## src/rtl/wtm_pkg.sv

```systemverilog
// rtl/wtm_pkg.sv - shared constants and Wallace-tree sizing helpers for wtm_pipe_mult
package wtm_pkg;

  localparam int WTM_LATENCY = 3;

  // Rows left after one level of 3:2 compression: each full group of three becomes two rows,
  // and the one or two leftover rows pass through unchanged.
  function automatic int wtm_next_rows(input int n);
    return 2 * (n / 3) + (n % 3);
  endfunction

  function automatic int wtm_rows_at(input int n, input int lvl);
    int r;
    r = n;
    for (int i = 0; i < lvl; i++) begin
      r = wtm_next_rows(r);
    end
    return r;
  endfunction

  function automatic int wtm_levels(input int n);
    int r;
    int l;
    r = n;
    l = 0;
    while (r > 2) begin
      r = wtm_next_rows(r);
      l++;
    end
    return l;
  endfunction

endpackage

```

## src/rtl/wtm_pipe_mult_if.sv

```systemverilog
// rtl/wtm_pipe_mult_if.sv - operand/product handshake bundle for wtm_pipe_mult
interface wtm_pipe_mult_if #(
  parameter int WIDTH = 8
);

  logic               in_valid;
  logic               in_ready;
  logic [WIDTH-1:0]   a;
  logic [WIDTH-1:0]   b;
  logic               signed_mode;
  logic               out_valid;
  logic               out_ready;
  logic [2*WIDTH-1:0] p;

  modport master (
    output in_valid, a, b, signed_mode, out_ready,
    input  in_ready, out_valid, p
  );

  modport slave (
    input  in_valid, a, b, signed_mode, out_ready,
    output in_ready, out_valid, p
  );

endinterface

```

## src/rtl/wtm_csa_row.sv

```systemverilog
// rtl/wtm_csa_row.sv - one row of N 3:2 compressors; carry row is returned already shifted left
module wtm_csa_row #(
  parameter int N = 16
) (
  input  logic [N-1:0] x,
  input  logic [N-1:0] y,
  input  logic [N-1:0] z,
  output logic [N-1:0] s,
  output logic [N-1:0] c
);

  assign s = x ^ y ^ z;

  // The carry out of the top column falls off: the product is defined modulo 2^N.
  assign c = {(x[N-2:0] & y[N-2:0]) | (x[N-2:0] & z[N-2:0]) | (y[N-2:0] & z[N-2:0]), 1'b0};

endmodule

```

## src/rtl/wtm_pipe_mult.sv

```systemverilog
// rtl/wtm_pipe_mult.sv - three-stage pipelined Wallace-tree multiplier, unsigned or Baugh-Wooley signed
module wtm_pipe_mult
  import wtm_pkg::*;
#(
  parameter int WIDTH = 8
) (
  input  logic            clk,
  input  logic            rst_n,
  wtm_pipe_mult_if.slave  bus
);

  localparam int PW = 2 * WIDTH;
  localparam int NR = WIDTH + 1;
  localparam int LV = wtm_levels(NR);
  localparam logic [PW-1:0] BW_ONES = (PW'(1) << WIDTH) | (PW'(1) << (PW - 1));

  typedef struct packed {
    logic [PW-1:0] sum;
    logic [PW-1:0] carry;
  } cs_t;

  logic             adv;
  logic [WIDTH-1:0] a_q, a_d;
  logic [WIDTH-1:0] b_q, b_d;
  logic             sm_q, sm_d;
  logic             v0_q, v0_d;
  cs_t              cs_q, cs_d;
  logic             v1_q, v1_d;
  logic [PW-1:0]    p_q, p_d;
  logic             ov_q, ov_d;

  logic [PW-1:0]    tree [LV+1][NR];

  assign adv           = !ov_q || bus.out_ready;
  assign bus.in_ready  = adv;
  assign bus.out_valid = ov_q;
  assign bus.p         = p_q;

  // Row i holds a[j]&b[i] at weight i+j; in signed mode the cross terms against a single
  // sign bit are inverted and the two correction ones go in an extra row.
  for (genvar i = 0; i < WIDTH; i++) begin : g_pp
    logic [WIDTH-1:0] bits;
    for (genvar j = 0; j < WIDTH; j++) begin : g_bit
      localparam bit INV = (i == WIDTH - 1) != (j == WIDTH - 1);
      assign bits[j] = (a_q[j] & b_q[i]) ^ (sm_q & INV);
    end
    assign tree[0][i] = PW'(bits) << i;
  end
  assign tree[0][WIDTH] = sm_q ? BW_ONES : '0;

  for (genvar l = 0; l < LV; l++) begin : g_lvl
    localparam int RI = wtm_rows_at(NR, l);
    localparam int G  = RI / 3;
    localparam int R  = RI % 3;

    for (genvar g = 0; g < G; g++) begin : g_grp
      wtm_csa_row #(.N(PW)) u_csa (
        .x (tree[l][3*g]),
        .y (tree[l][3*g+1]),
        .z (tree[l][3*g+2]),
        .s (tree[l+1][2*g]),
        .c (tree[l+1][2*g+1])
      );
    end

    for (genvar r = 0; r < R; r++) begin : g_pass
      assign tree[l+1][2*G+r] = tree[l][3*G+r];
    end

    for (genvar r = 2 * G + R; r < NR; r++) begin : g_pad
      assign tree[l+1][r] = '0;
    end
  end

  // Every stage moves together on adv, so a stall also freezes bubbles in place.
  always_comb begin : next_state
    a_d  = a_q;
    b_d  = b_q;
    sm_d = sm_q;
    v0_d = v0_q;
    cs_d = cs_q;
    v1_d = v1_q;
    p_d  = p_q;
    ov_d = ov_q;
    if (adv) begin
      a_d       = bus.a;
      b_d       = bus.b;
      sm_d      = bus.signed_mode;
      v0_d      = bus.in_valid;
      cs_d.sum   = tree[LV][0];
      cs_d.carry = tree[LV][1];
      v1_d      = v0_q;
      p_d       = cs_q.sum + cs_q.carry;
      ov_d      = v1_q;
    end
  end

  always_ff @(posedge clk or negedge rst_n) begin : stage_regs
    if (!rst_n) begin
      a_q  <= '0;
      b_q  <= '0;
      sm_q <= 1'b0;
      v0_q <= 1'b0;
      cs_q <= '0;
      v1_q <= 1'b0;
      p_q  <= '0;
      ov_q <= 1'b0;
    end else begin
      a_q  <= a_d;
      b_q  <= b_d;
      sm_q <= sm_d;
      v0_q <= v0_d;
      cs_q <= cs_d;
      v1_q <= v1_d;
      p_q  <= p_d;
      ov_q <= ov_d;
    end
  end

endmodule
```

## src/flat_wrapper.sv

```systemverilog
// flat-port wrapper written by rule: the top's interface ports become plain ports
module wtm_pipe_mult_flat import wtm_pkg::*;
#(
  parameter int WIDTH = 8
)
  (clk, rst_n, bus_in_valid, bus_a, bus_b, bus_signed_mode, bus_out_ready, bus_in_ready, bus_out_valid, bus_p);
  wtm_pipe_mult_if #(.WIDTH(WIDTH)) bus_i ();
  input  logic clk;
  input  logic rst_n;
  input wire logic [$bits(bus_i.in_valid)-1:0] bus_in_valid;
  input wire logic [$bits(bus_i.a)-1:0] bus_a;
  input wire logic [$bits(bus_i.b)-1:0] bus_b;
  input wire logic [$bits(bus_i.signed_mode)-1:0] bus_signed_mode;
  input wire logic [$bits(bus_i.out_ready)-1:0] bus_out_ready;
  output wire logic [$bits(bus_i.in_ready)-1:0] bus_in_ready;
  output wire logic [$bits(bus_i.out_valid)-1:0] bus_out_valid;
  output wire logic [$bits(bus_i.p)-1:0] bus_p;
  assign bus_i.in_valid = bus_in_valid;
  assign bus_i.a = bus_a;
  assign bus_i.b = bus_b;
  assign bus_i.signed_mode = bus_signed_mode;
  assign bus_i.out_ready = bus_out_ready;
  assign bus_in_ready = bus_i.in_ready;
  assign bus_out_valid = bus_i.out_valid;
  assign bus_p = bus_i.p;
  wtm_pipe_mult #(.WIDTH(WIDTH)) u_core (.clk(clk), .rst_n(rst_n), .bus(bus_i));
endmodule
```

## config.mk

```make
export PLATFORM = sky130hd
export DESIGN_NAME = wtm_pipe_mult_flat
export DESIGN_NICKNAME = d
export VERILOG_FILES = /design/src/rtl/wtm_pkg.sv /design/src/rtl/wtm_pipe_mult_if.sv /design/src/rtl/wtm_csa_row.sv /design/src/rtl/wtm_pipe_mult.sv /design/src/flat_wrapper.sv
export SDC_FILE = /design/constraint.sdc
export NUM_CORES = 1
export LEC_CHECK = 0
export CORE_MARGIN = 10
export CORE_UTILIZATION = 65
export CTS_CLUSTER_SIZE = 10
export DETAILED_ROUTE_END_ITERATION = 8
export DONT_BUFFER_PORTS = 1
export PLACE_DENSITY = 0.86
export SLEW_MARGIN = 20
export SYNTH_ARGS = -nofsm -noshare
export SYNTH_HDL_FRONTEND = slang
export SYNTH_SLANG_ARGS = --single-unit
```

## constraint.sdc

```tcl
create_clock -name clk -period 3.56 [get_ports clk]
set_input_delay 0.712 -clock clk [delete_from_list [all_inputs] [get_ports clk]]
set_output_delay 0.712 -clock clk [all_outputs]
set_load 0.01 [all_outputs]
```

# Word level (Yosys, flattened, before mapping)
# Cells that the tools add are included.
# classes
addsub,1
n_mux,1
bitwise,127
n_reduce_logical,2
# ops
operator,count
$or A15 B15 Y15,10
$and A15 B15 Y15,9
$xor A16 B16 Y16,7
$and A1 B1 Y1,64
$and A14 B15 Y15,4
$add A16 B16 Y16,1
$mux W16,1
$xor A14 B16 Y16,1
$xor A16 B10 Y16,1
$xor A16 B11 Y16,1
$xor A16 B13 Y16,1
$and A11 B15 Y15,1
$and A15 B11 Y15,1
$xor A14 B15 Y15,1
$xor A1 B1 Y1,14
$and A11 B13 Y13,1
$and A12 B13 Y13,1
$or A12 B13 Y13,1
$or A13 B13 Y13,1
$and A11 B12 Y12,1
$xor A11 B12 Y12,1
$and A8 B10 Y10,1
$and A9 B10 Y10,1
$or A10 B10 Y10,1
other kinds (5),5
# word_totals
reg_bits,67
input_bits,21
out_inout_bits,18
wordCells,140

# Depth between registers and ports, before layout
# logic_depth
depth_word,14
mapped_depth,11
depth_no_buf,10

# Hierarchy
# Synthesis repeated with hierarchy kept, for this count alone.
# unflattened
hier_cells,578
area_unflattened_um2,6102.1
# by_module_without_submodules
module,n_inst,cells_each,area_each_um2,seq_area_each_um2
wtm_pipe_mult,1,452,3754.9,1701.6
wtm_csa_row,7,18,335.3,0.0

# Worst setup path before layout
# OpenSTA, ideal clock, no wires.
# synth_timing
kind,reg-to-reg
start,register u_core.a_q[7]
end,register u_core.cs_q[23] in the netlist's numbering
setup_ps,65
t_arrival_ps,3008
required_ps,3495
path_slack_ps,487
path_stages_with_launch,11
n_path_buf,1
period_less_slack_ps,3073
cell_sequence,dfrtp_1 -> clkbuf_1 -> nand2_1 -> xor2_1 -> fa_1 -> fa_1 -> inv_1 -> fa_1 -> fa_1 -> nand2_1 -> nand2_1
# synth_between
elab_chain_len,10
# synth_lines
item,line,rtl
from (decl),wtm_pipe_mult.sv:23,"logic [WIDTH-1:0] a_q, a_d;"
from (signal assigned),wtm_pipe_mult.sv:100,a_q <= '0;
from (signal assigned),wtm_pipe_mult.sv:109,a_q <= a_d;
$and A1 B1 Y1,wtm_pipe_mult.sv:45,assign bits[j] = (a_q[j] & b_q[i]) ^ (sm_q & INV);
$xor A1 B1 Y1,wtm_pipe_mult.sv:45,
$xor A8 B9 Y9,wtm_csa_row.sv:12,assign s = x ^ y ^ z;
$xor A16 B10 Y16,wtm_csa_row.sv:12,
$xor A16 B11 Y16,wtm_csa_row.sv:12,
$xor A16 B16 Y16 (5 in series),wtm_csa_row.sv:12,
named net u_core.g_lvl[3].g_grp[0].u_csa.s[7],wtm_csa_row.sv:8,"output logic [N-1:0] s,"
to (signal assigned),wtm_pipe_mult.sv:113,cs_q <= cs_d;
to (decl),wtm_pipe_mult.sv:27,"cs_t cs_q, cs_d;"
# The timed path passes the listed nets, and every way through them passes these cells.
# A chain may end at the register's enable or synchronous reset.

# Worst setup path after layout
# layout_timing
start,register u_core.b_q[5]
end,register u_core.cs_q[25] in the netlist's numbering
# layout_between
elab_chain_len,11
elab_cells_between_ends,28
cone_classes,28 x bitwise
# layout_lines
item,line,rtl
from (decl),wtm_pipe_mult.sv:24,"logic [WIDTH-1:0] b_q, b_d;"
from (signal assigned),wtm_pipe_mult.sv:101,b_q <= '0;
from (signal assigned),wtm_pipe_mult.sv:110,b_q <= b_d;
$and A1 B1 Y1,wtm_pipe_mult.sv:45,
$and A11 B13 Y13,wtm_csa_row.sv:15,"assign c = {(x[N-2:0] & y[N-2:0]) | (x[N-2:0] & z[N-2:0]) | (y[N-2:0] & z[N-2:0]), 1'b0};"
$or A12 B13 Y13,wtm_csa_row.sv:15,
$or A13 B13 Y13,wtm_csa_row.sv:15,
$xor A14 B16 Y16,wtm_csa_row.sv:12,
$xor A16 B16 Y16,wtm_csa_row.sv:12,
$and A15 B15 Y15,wtm_csa_row.sv:15,
$or A15 B15 Y15 (2 in series),wtm_csa_row.sv:15,
$xor A16 B16 Y16,wtm_csa_row.sv:12,
$xor A16 B16 Y16 *,wtm_csa_row.sv:12,
named net u_core.g_lvl[3].g_grp[0].u_csa.s[9],wtm_csa_row.sv:8,
# Mark *: on every way through the listed nets, which the timed path passes. The rest lies on a longest branch.

==> metrics.cfg <==
[cts]
cts-resized-gates=0
clockBufferDepth=2
ctsHoldBuffers=0
cts_setup_buffers=0
cts_tree=built
root_buffer=clkbuf_8
clock-sinks=63
clkSlewWorstSetupHoldPaths_ns=0.08
clk_latency_ns=0.35
cts_buffers=9
h-tree-depth=3

[layout]
area_growth_pct=6.86
multiInputGateArea_sq_um=2630
nNetsFinal=590
nFillCells=513
final_layout_size_suffix_gt1_share_pct=5.17
antenna_cells=0
register_area_sq_um=1580

[timing]
setup_viol=0
clock_skew_ns=0.00942
report.final.hold_viol_count=0
tightest_slew_ns=0.679
slew_violations=0
fmax_mhz=317
grt_setup_unrepaired=no
holdWs_ns=0.0429
fin_crit_sh_pct=88.5
setup_ws_ns=0.409
min_period_ns=3.15
max-slew-margin-rel_pct=54.7
tns_ns=0

[global_route]
gr-total-overflow=0
grt_first_pass_wirelength_um=15800
antenna_found_initial=0
grt_max_degree=64
track_usage_pct=19.3
first_global_vias=3300

[power_and_ir_drop]
p_switching_mw=2.08
swShare_pct=43.7
powerDensity_nw_per_um2=998
power_leakage_nw=2.48
p_int_mw=2.69
peakVddDrop_mv=0.466
pwr-share-comb_pct=54.7
clock_power_share_pct=17.7
pwr-share-seq_pct=27.6
power_mw=4.77

[route]
dr.max_layer_used=met4
avgRoutedWirePerCell_um=15.8
wl_met3_um=593
wl_met1_um=3660
first_pass_iters=4
viasPerCell=5.50
postRouteAntennaNets=0
drt-total-wl_um=9220
drtIter0Drc=248
drc=0
vias=3209
met2_length_um=4780

[yosys]
synthesis.nets=599
ys_ff_latch=63
syn-mean-instance-area_sq_um=8.82
syn_inst=507
syn-cell-area_sq_um=4470
synthDistinctLibCells=31
yosysSeqAreaShare_pct=35.3
ys.warnings.count=0

[place]
dp_hpwl_um=6600
port_buffers=0
place.gp.congestion=0.930
post-place-ws_ns=0.406

[job]
maxCapViolations=0

[setup_path]
critPathKind=reg -> reg
critPathArrivalTime_ns=3.44
cp_max_fo=9
crit_required_ns=3.85
cp-start-kind=flop
end_kind=flop
ff2ff_path_depth=9

[die]
die_w_um=103
die_area_sq_um=10600
rows=30
ios=39
core_area_sq_um=6760
initial_core_util_pct=66.1
die_h_um=103

[run_status]
status=complete, no violations

[worst_hold_path]
hold_path.class=in -> async

==> layer usage <==
layer	track usage, %	vias to the layer above
met3	4.02	18
met4	7.70	0
li1	-	1534
met2	32.7	103
met5	0	-
met1	23.5	1554
==> cell families (layout without fill, tap and decap cells) <==
logic type                 after synthesis  in the layout  synth area share (%)
AOI/OAI and AO/OA                       31             31                  4.28
xor gates and xnor gates                21             21                  4.12
adders and majority gates               71             71                  26.3
buffers and inverters                   68             64                  5.96
DFF                                     63             63                  35.3
muxes                                    1              1                 0.224
and+or+nand+nor                        252            252                  23.9
==> synth_stat cells (all sizes together) <==
cell | n | area, sq um
nand2 | 189 | 709
dfrtp | 63 | 1580
inv | 44 | 165
fa | 38 | 761
and2 | 33 | 206
ha | 33 | 413
clkbuf | 15 | 56.3
a21oi | 14 | 73.8
nor2 | 14 | 52.6
xnor2 | 14 | 123
buf | 9 | 45.0
o21ai | 8 | 40.0
xor2 | 7 | 61.3
nor3 | 4 | 20.0
and3 | 3 | 20.0
nand2b | 3 | 18.8
o211ai | 3 | 36.3
a21o | 2 | 15.0
nand3 | 2 | 10.0
o22ai | 2 | 12.5
a22oi | 1 | 7.51
a31oi | 1 | 6.26
and4 | 1 | 11.3
mux2i | 1 | 10.0
nor2b | 1 | 6.26
or2 | 1 | 6.26
or3 | 1 | 6.26
==> worst max-delay path, stage by stage, from the launching register on <==
cell	delay [ns]
dfrtp_1	0.47
and2_1	0.21
fa_1	0.55
inv_1	0.07
fa_1	0.51
fa_1	0.55
inv_1	0.06
fa_1	0.54
nand2_1	0.05
nand2_1	0.09
==> sequential cells by signal (all words and copies together) (netlist names) <==
| register | flops |
|---|---|
| u_core.cs_q | 27 |
| u_core.bus.out_valid | 1 |
| u_core.sm_q | 1 |
| u_core.v0_q | 1 |
| u_core.b_q | 8 |
| u_core.bus.p | 16 |
| u_core.a_q | 8 |
| u_core.v1_q | 1 |
==> final cells by class <==
cell class	instances	area share, %
timing repair buffer	4	0.629
clock inverter	5	2.70
sequential	63	33.0
clock buffer	11	2.96
inverter	44	3.46
multi-input combinational	376	55.1
tap	80	2.10
==> power groups by stage <==
| stage | sequential [mW] | combinational [mW] | clock, mW |
|---|---|---|---|
| after floorplan | 1.21 | 2.08 | 0 |
| after global placement | 1.31 | 2.40 | 0 |
| after detailed placement | 1.33 | 2.58 | 0 |
| after CTS | 1.32 | 2.65 | 0.855 |
| after global routing | 1.36 | 3.04 | 0.889 |
| final | 1.32 | 2.61 | 0.846 |
==> metrics by stage <==
| step | util [%] | cells | area (sq um) |
|---|---|---|---|
| after detailed placement | 66.7 | 567 | 4510 |
| after global placement | 66.7 | 567 | 4510 |
| after CTS | 70.7 | 583 | 4780 |
| final | 70.7 | 583 | 4780 |
| after floorplan | - | 507 | 4470 |
| after global routing | 70.7 | 583 | 4780 |
==> final timing paths <==
kind	start	endpoint	slack, ns
min reg2reg	u_core.cs_q[18]$_DFFE_PN0P_	u_core.cs_q[18]$_DFFE_PN0P_	0.47
max	u_core.b_q[5]$_DFFE_PN0P_	u_core.cs_q[25]$_DFFE_PN0P_	0.41
max reg2reg	u_core.b_q[5]$_DFFE_PN0P_	u_core.cs_q[25]$_DFFE_PN0P_	0.41
min in group clk	u_core.cs_q[18]$_DFFE_PN0P_	u_core.cs_q[18]$_DFFE_PN0P_	0.47
min	rst_n	u_core.v1_q$_DFFE_PN0P_	0.04
max in group asynchronous	rst_n	u_core.b_q[7]$_DFFE_PN0P_	3.42
==> cell usage in the layout (no fill, tap or decap), types with 4 or more instances in the layout <==
cell and count:
a21oi_1 13, o21ai_0 8, clkbuf_8 10, fa_1 38
inv_1 43, xor2_1 7, nand2_1 189, and2_1 33
xnor2_1 14, nor2_1 14, bufinv_16 4, buf_4 4
nor3_1 4, ha_1 33, dfrtp_1 63
No activity file was read; power rests on OpenSTA's default activity.
